<file path="src/rtl/fp32_pkg.sv">
// fp32_pkg: fp32 field constants, FSM state type and field unpack helper shared by the multiplier
package fp32_pkg;
  localparam int FP_BIAS = 127;
  localparam int FP_EXP_W = 8;
  localparam int FP_MAN_W = 23;
  localparam logic [31:0] FP_QNAN = 32'h7FC00000;
  typedef enum logic [1:0] {IDLE, MUL, NORM, DONE} fsm_e;
  typedef struct {
    logic s;
    logic [FP_EXP_W-1:0] e;
    logic [FP_MAN_W-1:0] m;
  } fp32_t;
  function automatic fp32_t unpack_fp(input logic [31:0] x);
    unpack_fp.s = x[31];
    unpack_fp.e = x[30:23];
    unpack_fp.m = x[22:0];
  endfunction
endpackage

</file>
<file path="src/rtl/mant_mul_iter.sv">
// mant_mul_iter: 24x24 shift-add mantissa multiplier retiring MBPC multiplier bits per cycle
//   clk, rst  clock, sync active-high reset
//   start     load a_i/b_i and clear the accumulator
//   a_i, b_i  24-bit mantissas with hidden bit
//   done      high during the final accumulation cycle
//   prod      48-bit product, final on the cycle after done
module mant_mul_iter #(
  parameter int MBPC = 1
) (
  input  logic        clk,
  input  logic        rst,
  input  logic        start,
  input  logic [23:0] a_i,
  input  logic [23:0] b_i,
  output logic        done,
  output logic [47:0] prod
);
  localparam int STEPS = 24 / MBPC;
  logic [23:0] mcand_q, mplr_q;
  logic [47:0] acc_q, sum;
  logic [5:0] sh_q;
  logic [4:0] cnt_q;
  logic busy_q;
  always_comb begin
    sum = acc_q;
    for (int i = 0; i < MBPC; i++)
      if (mplr_q[i]) sum = sum + ({24'd0, mcand_q} << (sh_q + 6'(i)));
  end
  assign done = busy_q && cnt_q == 5'(STEPS - 1);
  assign prod = acc_q;
  always_ff @(posedge clk) begin
    if (rst) begin
      busy_q  <= 1'b0;
      acc_q   <= '0;
      mcand_q <= '0;
      mplr_q  <= '0;
      sh_q    <= '0;
      cnt_q   <= '0;
    end else if (start) begin
      busy_q  <= 1'b1;
      acc_q   <= '0;
      mcand_q <= a_i;
      mplr_q  <= b_i;
      sh_q    <= '0;
      cnt_q   <= '0;
    end else if (busy_q) begin
      acc_q  <= sum;
      mplr_q <= mplr_q >> MBPC;
      sh_q   <= sh_q + 6'(MBPC);
      cnt_q  <= cnt_q + 5'd1;
      busy_q <= !done;
    end
  end
endmodule

</file>
<file path="src/rtl/floating_mul_seq.sv">
// floating_mul_seq: multi-cycle fp32 multiplier with valid/ready handshakes and overflow/underflow/invalid flags
//   in_valid/in_ready, operand_A/operand_B  operand handshake (ready only in IDLE)
//   out_valid/out_ready, mul_res            result handshake, held in DONE until out_ready
//   overflow, underflow, invalid            result flags, valid with out_valid
//   ROUND_NEAREST_EN defined: round-to-nearest-even, otherwise truncate
import fp32_pkg::*;
module floating_mul_seq #(
  parameter int MBPC = 1
) (
  input  logic        clk,
  input  logic        rst,
  input  logic        in_valid,
  output logic        in_ready,
  input  logic [31:0] operand_A,
  input  logic [31:0] operand_B,
  output logic        out_valid,
  input  logic        out_ready,
  output logic [31:0] mul_res,
  output logic        overflow,
  output logic        underflow,
  output logic        invalid
);
  fsm_e state_q;
  fp32_t fa, fb;
  logic sign_q, ovf_q, unf_q, inv_q;
  logic [31:0] res_q;
  logic signed [9:0] exp_q, e_fin;
  logic za, zb, ia, ib, accept, special, s_inv, s_zero, sign, mul_done, norm;
  logic [47:0] prod;
  logic [22:0] mant;
  logic [23:0] mant_r;
  assign fa = unpack_fp(operand_A);
  assign fb = unpack_fp(operand_B);
  assign za = fa.e == '0;
  assign zb = fb.e == '0;
  assign ia = &fa.e;
  assign ib = &fb.e;
  assign s_inv = (za & ib) | (ia & zb);
  assign s_zero = za | zb;
  assign special = s_zero | ia | ib;
  assign sign = fa.s ^ fb.s;
  assign accept = in_valid && state_q == IDLE;
  mant_mul_iter #(.MBPC(MBPC)) u_mul (
    .clk(clk), .rst(rst), .start(accept && !special),
    .a_i({1'b1, fa.m}), .b_i({1'b1, fb.m}), .done(mul_done), .prod(prod)
  );
  assign norm = prod[47];
  assign mant = norm ? prod[46:24] : prod[45:23];
`ifdef ROUND_NEAREST_EN
  logic guard, sticky;
  assign guard = norm ? prod[23] : prod[22];
  assign sticky = norm ? |prod[22:0] : |prod[21:0];
  assign mant_r = {1'b0, mant} + 24'(guard & (sticky | mant[0]));
`else
  logic unused_low;
  assign unused_low = ^prod[21:0];
  assign mant_r = {1'b0, mant};
`endif
  // an all-ones mantissa that rounds up wraps to zero and bumps the exponent
  assign e_fin = exp_q + 10'(norm) + 10'(mant_r[23]);
  assign in_ready = state_q == IDLE;
  assign out_valid = state_q == DONE;
  assign mul_res = res_q;
  assign overflow = ovf_q;
  assign underflow = unf_q;
  assign invalid = inv_q;
  always_ff @(posedge clk) begin
    if (rst) begin
      state_q <= IDLE;
      sign_q  <= 1'b0;
      exp_q   <= '0;
      res_q   <= '0;
      ovf_q   <= 1'b0;
      unf_q   <= 1'b0;
      inv_q   <= 1'b0;
    end else begin
      case (state_q)
        IDLE: if (accept) begin
          sign_q <= sign;
          exp_q  <= $signed({2'b00, fa.e}) + $signed({2'b00, fb.e}) - 10'(FP_BIAS);
          state_q <= special ? DONE : MUL;
          if (special) begin
            res_q <= s_inv ? FP_QNAN : s_zero ? {sign, 31'd0} : {sign, 8'hFF, 23'd0};
            inv_q <= s_inv;
            ovf_q <= !s_zero;
          end
        end
        MUL: if (mul_done) state_q <= NORM;
        NORM: begin
          state_q <= DONE;
          ovf_q <= e_fin >= 10'sd255;
          unf_q <= e_fin <= 10'sd0;
          res_q <= e_fin >= 10'sd255 ? {sign_q, 8'hFF, 23'd0} :
                   e_fin <= 10'sd0 ? {sign_q, 31'd0} : {sign_q, e_fin[7:0], mant_r[22:0]};
        end
        DONE: if (out_ready) begin
          state_q <= IDLE;
          ovf_q <= 1'b0;
          unf_q <= 1'b0;
          inv_q <= 1'b0;
        end
        default: state_q <= IDLE;
      endcase
    end
  end
endmodule

</file>
<file path="config.mk">
export PLATFORM = sky130hd
export DESIGN_NAME = floating_mul_seq
export DESIGN_NICKNAME = d
export VERILOG_FILES = /design/src/rtl/fp32_pkg.sv /design/src/rtl/mant_mul_iter.sv /design/src/rtl/floating_mul_seq.sv
export SDC_FILE = /design/constraint.sdc
export NUM_CORES = 1
export LEC_CHECK = 0
export ABC_AREA = 1
export CORE_ASPECT_RATIO = 2
export CORE_UTILIZATION = 54
export DETAILED_ROUTE_END_ITERATION = 12
export PLACE_DENSITY = 0.89
export SLEW_MARGIN = 20
export SYNTH_ARGS = -nofsm -noshare
export SYNTH_HDL_FRONTEND = slang
export SYNTH_SLANG_ARGS = --single-unit
</file>
<file path="constraint.sdc">
create_clock -name clk -period 2.8 [get_ports clk]
set_input_delay 0.28 -clock clk [delete_from_list [all_inputs] [get_ports clk]]
set_output_delay 0.28 -clock clk [all_outputs]
set_load 0.01 [all_outputs]
</file>
==> results of run 1 <==
[through the flow]
| step | util (%) | TNS, ps | cells |
|---|---|---|---|
| 4_1_cts | 81.5 | -11480 | 2702 |
| 3_5_place_dp | 70.9 | -32860 | 2637 |
| 2_1_floorplan | - | 0 | 2028 |
| 3_3_place_gp | 70.9 | -31970 | 2637 |
[cell families after synthesis]
family / count (synthesis)
AOI/OAI and AO/OA: 444
buffers and inverters: 335
DFF: 156
muxes: 10
xor gates and xnor gates: 29
and+or+nand+nor: 981
adders and majority gates: 73
[per-layer routing]
| layer | GRT overflow | track usage [%] |
|---|---|---|
| met1 | 0 | 59.2 |
| met2 | 19 | 89.1 |
| met3 | 1 | 42.9 |
| met4 | 12 | 73.9 |
| met5 | 0 | 15.2 |
[what timing repair did]
item / in CTS
cloned: 2
pin swaps: 88
setup endpoints to repair: 45
hold buffers: 0
resized for setup: 398
setup buffers: 32
==> flow_metrics.tcl, run 1 <==
set metrics [dict create \
    synthCells 2028 \
    synthSimpleGateAreaFrac_pct 33.6 \
    placed_area_um2 15700 \
    synthesis.nets 2169 \
    avgSynthCellArea_um2 6.03 \
    synth_compound_area_share_pct 19.7 \
    synth.top_cells.by_count "nand2_1 (503), nor2_1 (255), inv_1 (239), a21oi_1 (181), dfxtp_1 (156)" \
    yosys.area.top_type_share_pct 25.5 \
    dp_hpwl_mm 41.6 \
    async_flop_share_pct 0 \
    grt_max_degree 70 \
    synthesis.area_um2 12200 \
    status "stopped before the end" \
    synth_xor_area_share_pct 2.08 \
    synth-main-ff-cell "dfxtp_1" \
    synth_top_family_by_area "simple AND/OR/NAND/NOR gates" \
    pin_count 105 \
    place.gp.congestion 1.21 \
    ys_top_cells_by_area "dfxtp_1 (26%), nand2_1 (15%), nor2_1 (7.8%)" \
    die_x_um 108 \
    ys_types 46 \
    die_y_um 215 \
    cts.sinks 156 \
    ys_seq_area_share_pct 25.5 \
    rows 77 \
    stop_stage "global routing (5_1_grt)" \
    h-tree-depth 4 \
    cts_root_buf "clkbuf_16" \
    synth_edf_count 0 \
    muxShareOfSynthArea_pct 0.818 \
    cts_buffers 17 \
    synth-adder-area-share_pct 7.59 \
    synth_top_area_cell "dfxtp_1" \
    post-place-ws_ps -1100 \
    stop_error "[ERROR GRT-0232] Routing congestion too high. Check the congestion heatmap in the GUI." \
    grt_use_total_pct 65.5 \
    synth-seq-cells 156 \
    yosys_warnings 0 \
    start_util_pct 55.2 \
    cts_buffer_depth 2 \
    overflow 32 \
    yosysMostFrequentCell "nand2_1" \
    numPortBuffers 104 \
]
==> inputs of run 2 (changes only) <==
- CORE_ASPECT_RATIO: 2 -> not set
- CORE_UTILIZATION: 54 -> 40
- PLACE_DENSITY: 0.89 -> not set
- PLACE_DENSITY_LB_ADDON: not set -> 0.15
- clock period: 2.8 -> 3.6 ns (I/O delays scaled with it)
==> flow_metrics.tcl, run 2 <==
set metrics [dict create \
    fmax_ghz 0.289 \
    cts.sinks 156 \
    period_share_pct 96.2 \
    die_x_um 177 \
    fill_cells 3044 \
    cp_cell_sequence "clkbuf_16 > o21ai_0 > mux2i_1 > o21ai_2 > o21ai_0 > buf_4 > o211ai_1 > buf_4 > ha_4 > nand2_1 > nand2_1 > inv_1 > o21ai_0 > a21oi_1 > a21boi_0 > buf_4 > nand3_1 > nand2_1 > nand3_1 > nand2_1 > inv_1" \
    path_class "flop to flop" \
    synth_xor_area_share_pct 2.08 \
    die_y_um 177 \
    ys_top_cells_by_area "dfxtp_1 (26%), nand2_1 (15%), nor2_1 (7.8%)" \
    p_sw_share_pct 40.1 \
    drive_above_1_share_pct 17.6 \
    power_frac_seq_pct 31.5 \
    status "completed" \
    fin_ws_ps 137 \
    synthSimpleGateAreaFrac_pct 33.6 \
    grt_max_degree 70 \
    worstPathRequired_ps 3950 \
    holdWs_ps 426 \
    grt_pass1_vias 12700 \
    grt_use_total_pct 28.3 \
    dieArea_um2 31300 \
    yosys.area.top_type_share_pct 25.5 \
    pin_count 105 \
    dp_hpwl_mm 35.0 \
    via_per_inst 5.21 \
    avgRoutedWirePerCell_um 16.7 \
    synthCells 2028 \
    nNetsFinal 2380 \
    wl_mm 44.2 \
    cts_hold_buf 0 \
    crit_buf_inv 6 \
    synthesis.area_um2 12200 \
    min_period_ps 3460 \
    synth-main-ff-cell "dfxtp_1" \
    dr.pass1.iters 7 \
    slowest_stage "dfxtp_4" \
    synth-seq-cells 156 \
    cts_buffer_depth 2 \
    clock_latency_ps 470 \
    slew_headroom_pct 37.0 \
    mostFrequentLayoutCell "nand2_1" \
    numPortBuffers 104 \
    maxCapViolCount 0 \
    hold_class "input pin to flop" \
    avgSynthCellArea_um2 6.03 \
    post-place-ws_ps -194 \
    diodes 0 \
    cts_tree "done" \
    hold_viol_final 0 \
    setup_viol 0 \
    dr.first_iter.drc_count 929 \
    p_sw_mw 2.74 \
    synth_compound_area_share_pct 19.7 \
    muxShareOfSynthArea_pct 0.818 \
    power_density_nw_per_um2 429 \
    drtAntennaViolNets 0 \
    largest_reg_flops 48 \
    ys_types 46 \
    grt_pass1_wl_mm 67.9 \
    worstPathMaxFanout 13 \
    rows 63 \
    total_power_mw 6.85 \
    clock_skew_ps 18.4 \
    critPathMostFrequentCell "nand2_1" \
    p_leak_nw 6.91 \
    worstMarginPinSlew_ps 944 \
    slew_violations 0 \
    synth-adder-area-share_pct 7.59 \
    p_int_mw 4.11 \
    overflow 0 \
    area_growth_pct 30.6 \
    synth_top_area_cell "dfxtp_1" \
    ir_drop_mv 0.376 \
    yosys_warnings 0 \
    async_flop_share_pct 0 \
    yosysMostFrequentCell "nand2_1" \
    worst_path_largest_cell_delay_ps 370 \
    antenna_found_initial 0 \
    final_cell_mix "nand2_1 (485), inv_1 (237), nor2_1 (222)" \
    core_um2 29900 \
    cts_buffers 17 \
    start_util_pct 41.0 \
    pwr-share-clk_pct 27.1 \
    synth.top_cells.by_count "nand2_1 (503), nor2_1 (255), inv_1 (239), a21oi_1 (181), dfxtp_1 (156)" \
    cp_top_family "compound AO/OA/AOI/OAI gates" \
    route.detailed.drc 0 \
    cts_root_buf "clkbuf_16" \
    arrival_ps 3810 \
    h-tree-depth 4 \
    cts.clk_slew.worst_paths_ps 70 \
    comb_power_share_pct 41.3 \
    synth_edf_count 0 \
    ys_seq_area_share_pct 25.5 \
    grt_setup_unrepaired "true" \
    start_kind "flop" \
    via_count 13800 \
    synth_top_family_by_area "simple AND/OR/NAND/NOR gates" \
    end_kind "flop" \
    place.gp.congestion 0.966 \
    synthesis.nets 2169 \
]
-- run 2: logic make-up (layout without fill, tap and decap cells) --
family                     after synthesis  count (layout)
and+or+nand+nor                        981             981
AOI/OAI and AO/OA                      444             444
buffers and inverters                  335             559
DFF                                    156             156
adders and majority gates               73              73
xor gates and xnor gates                29              29
muxes                                   10              10
-- run 2: power by group through the flow --
stage / combinational [mW] / clock, mW / sequential (mW)
after floorplan: 1.67 / 0 / 2.18
after global placement: 2.60 / 0 / 2.19
after detailed placement: 2.62 / 0 / 2.19
after CTS: 2.65 / 1.90 / 2.15
after global routing: 3.12 / 1.97 / 2.19
final: 2.83 / 1.86 / 2.16
-- run 2: metrics by stage --
step | setup TNS (ps) | utilization, % | cell area [um2] | std cells
after detailed placement | -848 | 48.9 | 14600 | 2596
after global routing | -827 | 53.5 | 16000 | 2642
after CTS | -10.0 | 51.0 | 15200 | 2630
after global placement | -551 | 48.9 | 14600 | 2596
after floorplan | 0 | - | 12200 | 2028
final | 0 | 53.5 | 16000 | 2642
-- run 2: path summary, 6_finish.rpt --
path,startpoint,end,slack (ps),cells after the start
hold / removal,rst,exp_q[0],430,5
hold reg to reg,u_mul.mcand_q[10],u_mul.mcand_q[10],470,2
setup reg to reg,u_mul.sh_q[0],u_mul.prod[37],140,21
setup / recovery,u_mul.sh_q[0],u_mul.prod[37],140,21
-- run 2: timing repair --
action / CTS / global route
setup endpoints to repair: 19 / 35
buffers inserted: 2 / 11
cloned: 0 / 1
gates resized for setup: 10 / 203
pin swaps: 1 / 29
-- run 2: tightest hold or removal path, delay by kind of cell --
family	cells	cell delay (ps)
buffers and inverters	3	320
AOI/OAI and AO/OA	2	140
-- run 2: cell type report --
| type | count | area [um2] | share of cell area (%) |
|---|---|---|---|
| Timing Repair Buffer | 275 | 2390 | 15.0 |
| Clock inverter | 11 | 138 | 0.861 |
| Tap cell | 390 | 488 | 3.05 |
| Inverter | 252 | 946 | 5.92 |
| Sequential cell | 156 | 3130 | 19.6 |
| Clock buffer | 21 | 440 | 2.76 |
| Multi-Input combinational cell | 1537 | 8450 | 52.9 |
-- run 2: metal layers --
metal  global-route usage (%)  share of wire [%]  wire (um)
met1                     37.9                 46      20300
met5                        0                  0          0
met4                     8.73                1.9        844
met2                     46.7                 47      20800
met3                     3.89                5.1       2260
No activity file was read; power rests on OpenSTA's default activity.
==> inputs of run 3 (changes only) <==
- CELL_PAD_IN_SITES_DETAIL_PLACEMENT: not set -> 1
- CELL_PAD_IN_SITES_GLOBAL_PLACEMENT: not set -> 1
==> flow_metrics.tcl, run 3 (synthesis results as in run 2) <==
set metrics [dict create \
    status "complete, but fails checks" \
    violations "setup timing" \
    cts_buffer_depth 2 \
    route.detailed.drc 0 \
    worstPathMaxFanout 8 \
    dr.first_iter.drc_count 875 \
    worstMarginPinSlew_ps 1000 \
    core_um2 29900 \
    p_leak_nw 6.87 \
    holdWs_ps 448 \
    h-tree-depth 4 \
    die_x_um 177 \
    start_kind "flop" \
    fill_cells 3991 \
    maxCapViolCount 0 \
    area_growth_pct 32.2 \
    cts_hold_buf 0 \
    pin_count 105 \
    dp_hpwl_mm 37.7 \
    total_power_mw 7.14 \
    numPortBuffers 104 \
    multi_input_area_um2 8800 \
    mostFrequentLayoutCell "nand2_1" \
    clock_skew_ps 15.2 \
    drive_above_1_share_pct 19.6 \
    grt_use_total_pct 30.4 \
    cts_tree "done" \
    fin_ws_ps -11.8 \
    nNetsFinal 2354 \
    hold_class "input pin to flop" \
    hold_viol_final 0 \
    start_util_pct 41.0 \
    avgRoutedWirePerCell_um 19.4 \
    ir_drop_mv 0.374 \
    antenna_found_initial 2 \
    wl_mm 50.9 \
    min_period_ps 3610 \
    final_cell_area_um2 16200 \
    slew_violations 0 \
    arrival_ps 3970 \
    place.gp.congestion 0.997 \
    largest_reg_flops 48 \
    die_y_um 177 \
    dr.pass1.iters 5 \
    grt_setup_unrepaired "true" \
    seq_area_um2 3130 \
    worstPathRequired_ps 3960 \
    cts.clk_slew.worst_paths_ps 70 \
    cts_root_buf "clkbuf_16" \
    overflow 0 \
    final_util_pct 54.1 \
    end_kind "flop" \
    rows 63 \
    cts_buffers 17 \
    cts.sinks 156 \
    slew_headroom_pct 33.1 \
    placed_area_um2 14300 \
    power_density_nw_per_um2 441 \
    via_count 14500 \
    grt_pass1_wl_mm 73.8 \
    grt_max_degree 70 \
    grt_pass1_vias 14100 \
    via_per_inst 5.53 \
    setup_viol 1 \
    clock_latency_ps 470 \
    fmax_ghz 0.277 \
    period_share_pct 100 \
    path_class "flop to flop" \
    drtAntennaViolNets 0 \
    dieArea_um2 31300 \
    final_cell_mix "nand2_1 (456), inv_1 (231), nor2_1 (211)" \
]
-- run 3: cell types whose count changed in the layout (fill, tap and decap cells not counted), sizes merged --
cell,change
buf,-27
clkinv,+1
diode,+1
-- run 3: worst max-delay path: stages (launching register included) --
cell     delay (ps)
dfxtp_4         400
buf_12          130
inv_4            50
buf_4           140
nand2_1          90
nand3_1         100
nand2_1          90
o21ai_2          70
o21ai_1         180
buf_4           170
nor2_1           40
buf_4           190
ha_2            380
nand2_1         110
o21ai_1         300
inv_1           110
nand2_1         110
nand2_1          60
nand2_1          80
nand3_1         110
nand3_1         120
nand3_1         280
nand2_1         160
inv_1            40
-- run 3: stage by stage --
stage                     std cells  TNS (ps)  setup WS, ps
after global placement         2550      -599          -254
after floorplan                2028         0           704
final                          2617     -11.8         -11.8
after global routing           2616     -1790          -226
after CTS                      2585     -25.2         -25.2
after detailed placement       2550     -1860          -326
-- run 3: metal layers --
| layer | GRT usage [%] | vias up | wire length (um) |
|---|---|---|---|
| li1 | - | 7003 | - |
| met1 | 37.1 | 6954 | 21300 |
| met2 | 52.9 | 386 | 24800 |
| met3 | 4.88 | 122 | 2490 |
| met4 | 12.1 | 2 | 2230 |
| met5 | 0 | - | 13 |
-- run 3: area by class of cell --
type / instances / area share (%)
clock inverter: 12 / 0.843
multi-input combinational: 1537 / 54.4
tap: 390 / 3.02
clock buffer: 20 / 2.82
sequential: 156 / 19.3
timing repair buffer: 249 / 13.7
antenna: 1 / 0.0155
inverter: 252 / 5.87
-- run 3: where the power goes --
group	internal, mW	total [mW]	switching, mW
Sequential	1.99	2.18	0.194
Clock	1.06	1.92	0.860
Combinational	1.14	3.03	1.89
-- run 3: what timing repair did --
action,CTS,global route
pin swaps,3,51
endpoints found under the hold margin,0,0
cloned,0,2
endpoints found under the setup margin,19,40
resized for setup,39,269
setup buffers,3,29
-- run 3: final timing paths --
| check | startpoint | endpoint | slack, ps | depth (start not counted) |
|---|---|---|---|---|
| hold / removal | rst | state_q[0] | 450 | 5 |
| setup reg to reg | u_mul.sh_q[0] | u_mul.prod[26] | -10 | 23 |
| hold reg to reg | invalid | invalid | 460 | 2 |
| setup / recovery | u_mul.sh_q[0] | u_mul.prod[26] | -10 | 23 |
